==> config.mk <==
export PLATFORM = sky130hd
export DESIGN_NAME = instr_mem_loader
export DESIGN_NICKNAME = d
export VERILOG_FILES = /design/src/rtl/instr_mem_loader.sv
export SDC_FILE = /design/constraint.sdc
export NUM_CORES = 1
export LEC_CHECK = 0
export CAP_MARGIN = 20
export CORE_MARGIN = 3
export CORE_UTILIZATION = 45
export CTS_CLUSTER_DIAMETER = 200
export DETAILED_ROUTE_END_ITERATION = 8
export PLACE_DENSITY = 0.7
export SLEW_MARGIN = 5
export SYNTH_ARGS = -nofsm -noshare
export SYNTH_HDL_FRONTEND = slang
export SYNTH_SLANG_ARGS = --single-unit
==> constraint.sdc <==
create_clock -name Clock -period 3.1 [get_ports Clock]
set_input_delay 0.31 -clock Clock [delete_from_list [all_inputs] [get_ports Clock]]
set_output_delay 0.31 -clock Clock [all_outputs]
set_load 0.01 [all_outputs]
==> src/rtl/instr_mem_loader.sv <==
// Boot loader: streams a length-prefixed byte image into instruction memory,
// MSB-first 16-bit words from BASE_ADDR, holding the CPU until the load ends.
// Optional trailing XOR checksum byte when INSTR_LOADER_CHECKSUM_EN is defined.
// Ports:
//   Clock, Reset (sync, active-high), Start (one-cycle pulse)
//   ByteIn/ByteValid/ByteReady : byte stream handshake
//   ImWrEn/ImWrAddr/ImWrData   : instruction memory write port
//   CpuHold, Done, Error (sticky), WordsLoaded : status
module instr_mem_loader #(
  parameter logic [15:0] BASE_ADDR = 16'd10,
  parameter int          MAX_WORDS = 64
) (
  input  logic        Clock,
  input  logic        Reset,
  input  logic        Start,
  input  logic [7:0]  ByteIn,
  input  logic        ByteValid,
  output logic        ByteReady,
  output logic        ImWrEn,
  output logic [15:0] ImWrAddr,
  output logic [15:0] ImWrData,
  output logic        CpuHold,
  output logic        Done,
  output logic        Error,
  output logic [15:0] WordsLoaded
);

  if (int'(BASE_ADDR) + 2 * (MAX_WORDS - 1) > 'hFFFE ||
      MAX_WORDS < 1) begin : g_param_chk
    $error("instr_mem_loader: image would exceed 16-bit address space");
  end

  localparam logic [15:0] MAX_N = 16'(MAX_WORDS);

  typedef enum logic [3:0] {
    S_IDLE,
    S_LEN_HI,
    S_LEN_LO,
    S_DATA_HI,
    S_DATA_LO,
    S_WRITE,
    S_ADV,
`ifdef INSTR_LOADER_CHECKSUM_EN
    S_CHK,
`endif
    S_DONE,
    S_ERROR
  } state_t;

  state_t      state;
  logic [7:0]  len_hi;
  logic [15:0] len;
  logic [15:0] n_word;
  logic        xfer;
`ifdef INSTR_LOADER_CHECKSUM_EN
  logic [7:0]  csum;
`endif

  assign xfer   = ByteValid && ByteReady;
  assign n_word = {len_hi, ByteIn};

  always_ff @(posedge Clock) begin
    if (Reset) begin
      state       <= S_IDLE;
      ByteReady   <= 1'b0;
      ImWrEn      <= 1'b0;
      ImWrAddr    <= BASE_ADDR;
      ImWrData    <= 16'h0;
      CpuHold     <= 1'b1;
      Done        <= 1'b0;
      Error       <= 1'b0;
      WordsLoaded <= 16'h0;
      len_hi      <= 8'h0;
      len         <= 16'h0;
`ifdef INSTR_LOADER_CHECKSUM_EN
      csum        <= 8'h0;
`endif
    end else begin
      ImWrEn <= 1'b0;
      unique case (state)
        S_IDLE, S_DONE: begin
          if (Start) begin
            state       <= S_LEN_HI;
            ByteReady   <= 1'b1;
            Done        <= 1'b0;
            CpuHold     <= 1'b1;
            WordsLoaded <= 16'h0;
`ifdef INSTR_LOADER_CHECKSUM_EN
            csum        <= 8'h0;
`endif
          end
        end
        S_LEN_HI: begin
          if (xfer) begin
            len_hi <= ByteIn;
            state  <= S_LEN_LO;
          end
        end
        S_LEN_LO: begin
          if (xfer) begin
            len <= n_word;
            if (n_word == 16'h0 || n_word > MAX_N) begin
              state     <= S_ERROR;
              ByteReady <= 1'b0;
              Error     <= 1'b1;
            end else begin
              state <= S_DATA_HI;
            end
          end
        end
        S_DATA_HI: begin
          if (xfer) begin
            ImWrData[15:8] <= ByteIn;
`ifdef INSTR_LOADER_CHECKSUM_EN
            csum           <= csum ^ ByteIn;
`endif
            state          <= S_DATA_LO;
          end
        end
        S_DATA_LO: begin
          if (xfer) begin
            ImWrData[7:0] <= ByteIn;
`ifdef INSTR_LOADER_CHECKSUM_EN
            csum          <= csum ^ ByteIn;
`endif
            // strobe is registered here so it is high for the WRITE cycle
            ImWrEn        <= 1'b1;
            ImWrAddr      <= BASE_ADDR + {WordsLoaded[14:0], 1'b0};
            ByteReady     <= 1'b0;
            state         <= S_WRITE;
          end
        end
        S_WRITE: begin
          WordsLoaded <= WordsLoaded + 16'd1;
          state       <= S_ADV;
        end
        S_ADV: begin
          // decide on the already-incremented count
          if (WordsLoaded == len) begin
`ifdef INSTR_LOADER_CHECKSUM_EN
            state     <= S_CHK;
            ByteReady <= 1'b1;
`else
            state     <= S_DONE;
            Done      <= 1'b1;
            CpuHold   <= 1'b0;
`endif
          end else begin
            state     <= S_DATA_HI;
            ByteReady <= 1'b1;
          end
        end
`ifdef INSTR_LOADER_CHECKSUM_EN
        S_CHK: begin
          if (xfer) begin
            ByteReady <= 1'b0;
            if (ByteIn == csum) begin
              state   <= S_DONE;
              Done    <= 1'b1;
              CpuHold <= 1'b0;
            end else begin
              state <= S_ERROR;
              Error <= 1'b1;
            end
          end
        end
`endif
        S_ERROR: begin
          ByteReady <= 1'b0;
          CpuHold   <= 1'b1;
        end
        default: begin
          state     <= S_IDLE;
          ByteReady <= 1'b0;
        end
      endcase
    end
  end

endmodule

==> results.toml <==
[critical_path]
worst-endpoint-arrival_ns = 2.61
crit_path_start_kind = "flip-flop"
critPathKind = "flip-flop to flip-flop"
critPathMaxFanout = 20
cp.required_ns = 3.34
crit_path_end_kind = "flip-flop"

[die]
row_count = 32
initial_core_util_pct = 47.4
ioPinCount = 65
fp.coreArea_um2 = 7930
fp.dieW_um = 97.4
dieArea_um2 = 9480
dieHeight_um = 97.4

[cells_and_area]
antennaDiodeCount = 0
finalNetCount = 524
area_growth_pct = 23.6
drive_gt1_share_pct = 6.59

[synth]
syn_nets = 483
async_flop_share_pct = 0
netlist_area_um2 = 3760
seq_area_frac_synth_pct = 42.6
synth_area_leaders = "dfxtp_1, nand2_1, a21oi_1, xnor2_1, nor2_1"
synth_ff_type = "dfxtp_1"
syn_avg_cell_area_um2 = 7.99
synth_edf_count = 0
yosysTopAreaCellShare_pct = 42.6
ys_ff_latch = 80
ys_warn_count = 0
synthDistinctLibCells = 50
yosys.area.top_type = "dfxtp_1"
synthCells = 470

[sta]
fin_crit_ns = 2.37
final.period_utilization_pct = 76.6
clock.fmax_ghz = 0.421
tns_ns = 0
skew_ns = 0.00781
final-setup-viol-count = 0
worst_pin_slew_ns = 0.744
setup_ws_ns = 0.726
slew_viol_final = 0
final_hold_viol_count = 0
relSlewSlack_pct = 50.2
rsz0062_at_grt = "false"

[detailed_routing]
routed_via_density = 5.55
dr.pass1.iters = 4
ant_nets = 0
wl_um = 9290
first_iter_violations = 111
vias = 3428
drc = 0
wire_per_inst_um = 15.0

[clock_tree]
clock-sinks = 80
numCtsBuffers = 9
cts.htree.levels = 3
cts_tree = "yes"
cts_resized = 0
hold_buffers = 0
worst_skew_pair.late_latency_ns = 0.35
root_buffer = "clkbuf_8"
postCtsSetupBuffers = 0
clk_pin_slew_ns = 0.09
cts_max_path_buffers = 2

[global_route]
grt_pass1_wl_um = 15300
grt_pass1_vias = 3137
grt_start_max_net_pins = 34
grt_overflow = 0
antenna_found_initial = 0
track_usage_pct = 19.4

[job]
maxCapViolations = 0

[placement]
pre_cts_ws_ns = 0.663
place_congestion = 0.795
io_buffers = 63
dp_hpwl_um = 6570

[outcome]
status = "completed"

[pwr]
ir_drop_uv = 227
p_leak_uw = 0.00145
power_density_nw_per_um2 = 488

[min_path]
hp-class = "input pin to flip-flop"
-- registers in the layout (all words and copies together) (netlist names) --
| register | cells |
|---|---|
| ByteReady | 1 |
| len_hi | 8 |
| len | 16 |
| Done | 1 |
| ImWrAddr | 15 |
| Error | 1 |
| WordsLoaded | 16 |
| CpuHold | 1 |
| state | 4 |
| ImWrData | 16 |
| ImWrEn | 1 |
-- path summary, 6_finish.rpt --
check | from | end | slack [ns] | depth (start not counted)
worst min-delay path | Reset | ImWrEn | 0.38 | 2
worst max register to register | state[2] | ImWrAddr[3] | 0.73 | 3
worst max-delay path | state[2] | ImWrAddr[3] | 0.73 | 3
worst min register to register | Done | Done | 0.46 | 2
-- cell type report --
type | count | area [µm²]
Clock inverter | 5 | 105
Fill cell | 728 | 3290
Sequential cell | 80 | 1600
Inverter | 5 | 18.8
Timing Repair Buffer | 71 | 686
Tap cell | 102 | 128
Clock buffer | 11 | 131
Multi-Input combinational cell | 344 | 1970
-- stage by stage --
step	area [µm²]	hold slack (ns)	std cells	total power, µW	utilization [%]
CTS	4640	0.374	618	2270	58.6
floorplan	3760	0.440	470	1270	-
global route	4640	0.406	618	2350	58.6
detailed placement	4410	0.449	602	1360	55.6
finish	4640	0.379	618	2260	58.6
global placement	4410	0.446	602	1360	55.6
-- cell families after synthesis --
family	count (synthesis)	share of synthesized area (%)
AND/OR/NAND/NOR	203	25.1
AO/OA/AOI/OAI	92	15.2
flip-flops	80	42.6
buffers and inverters	46	4.93
XOR/XNOR	31	7.23
multiplexers	16	4.46
adder cells (fa/ha/maj)	1	0.333
other	1	0.0998
-- power breakdown --
part	internal, µW	switching [µW]	total, µW
sequential	1050	41.1	1090
combinational	103	153	256
clock	536	384	920
total	1690	578	2260
-- metal layers --
layer	up-vias	GRT usage [%]	wire length [µm]
li1	1703	-	-
met1	1602	25.3	4270
met2	104	30.9	4350
met3	19	5.60	522
met4	0	6.50	151
met5	-	0	0
-- cell usage after synthesis (8+ instances only) --
| master | instances |
|---|---|
| a21oi_1 | 48 |
| xnor2_1 | 25 |
| nor2_1 | 48 |
| nand4_1 | 9 |
| dfxtp_1 | 80 |
| nor3_1 | 11 |
| nand3_1 | 17 |
| clkbuf_1 | 33 |
| o21ai_0 | 8 |
| nand2_1 | 84 |
| mux2i_1 | 10 |
| a211oi_1 | 13 |
-- cells in the final DEF (no fill, tap or decap), types with 8 or more instances in the layout --
master	n
nand2_1	84
dfxtp_1	80
clkdlybuf4s50_1	62
a21oi_1	48
nor2_1	47
xnor2_1	25
nand3_1	17
a211oi_1	13
nor3_1	11
mux2i_1	10
nand4_1	9
clkbuf_8	9
o21ai_0	8
buf_4	8
-- critical path: stages (launching register included) --
cell and delay [ns]:
dfxtp_1 0.73, nor2b_1 0.39, nand4_1 0.65, a211o_1 0.49
(Power assumes the default switching activity.)
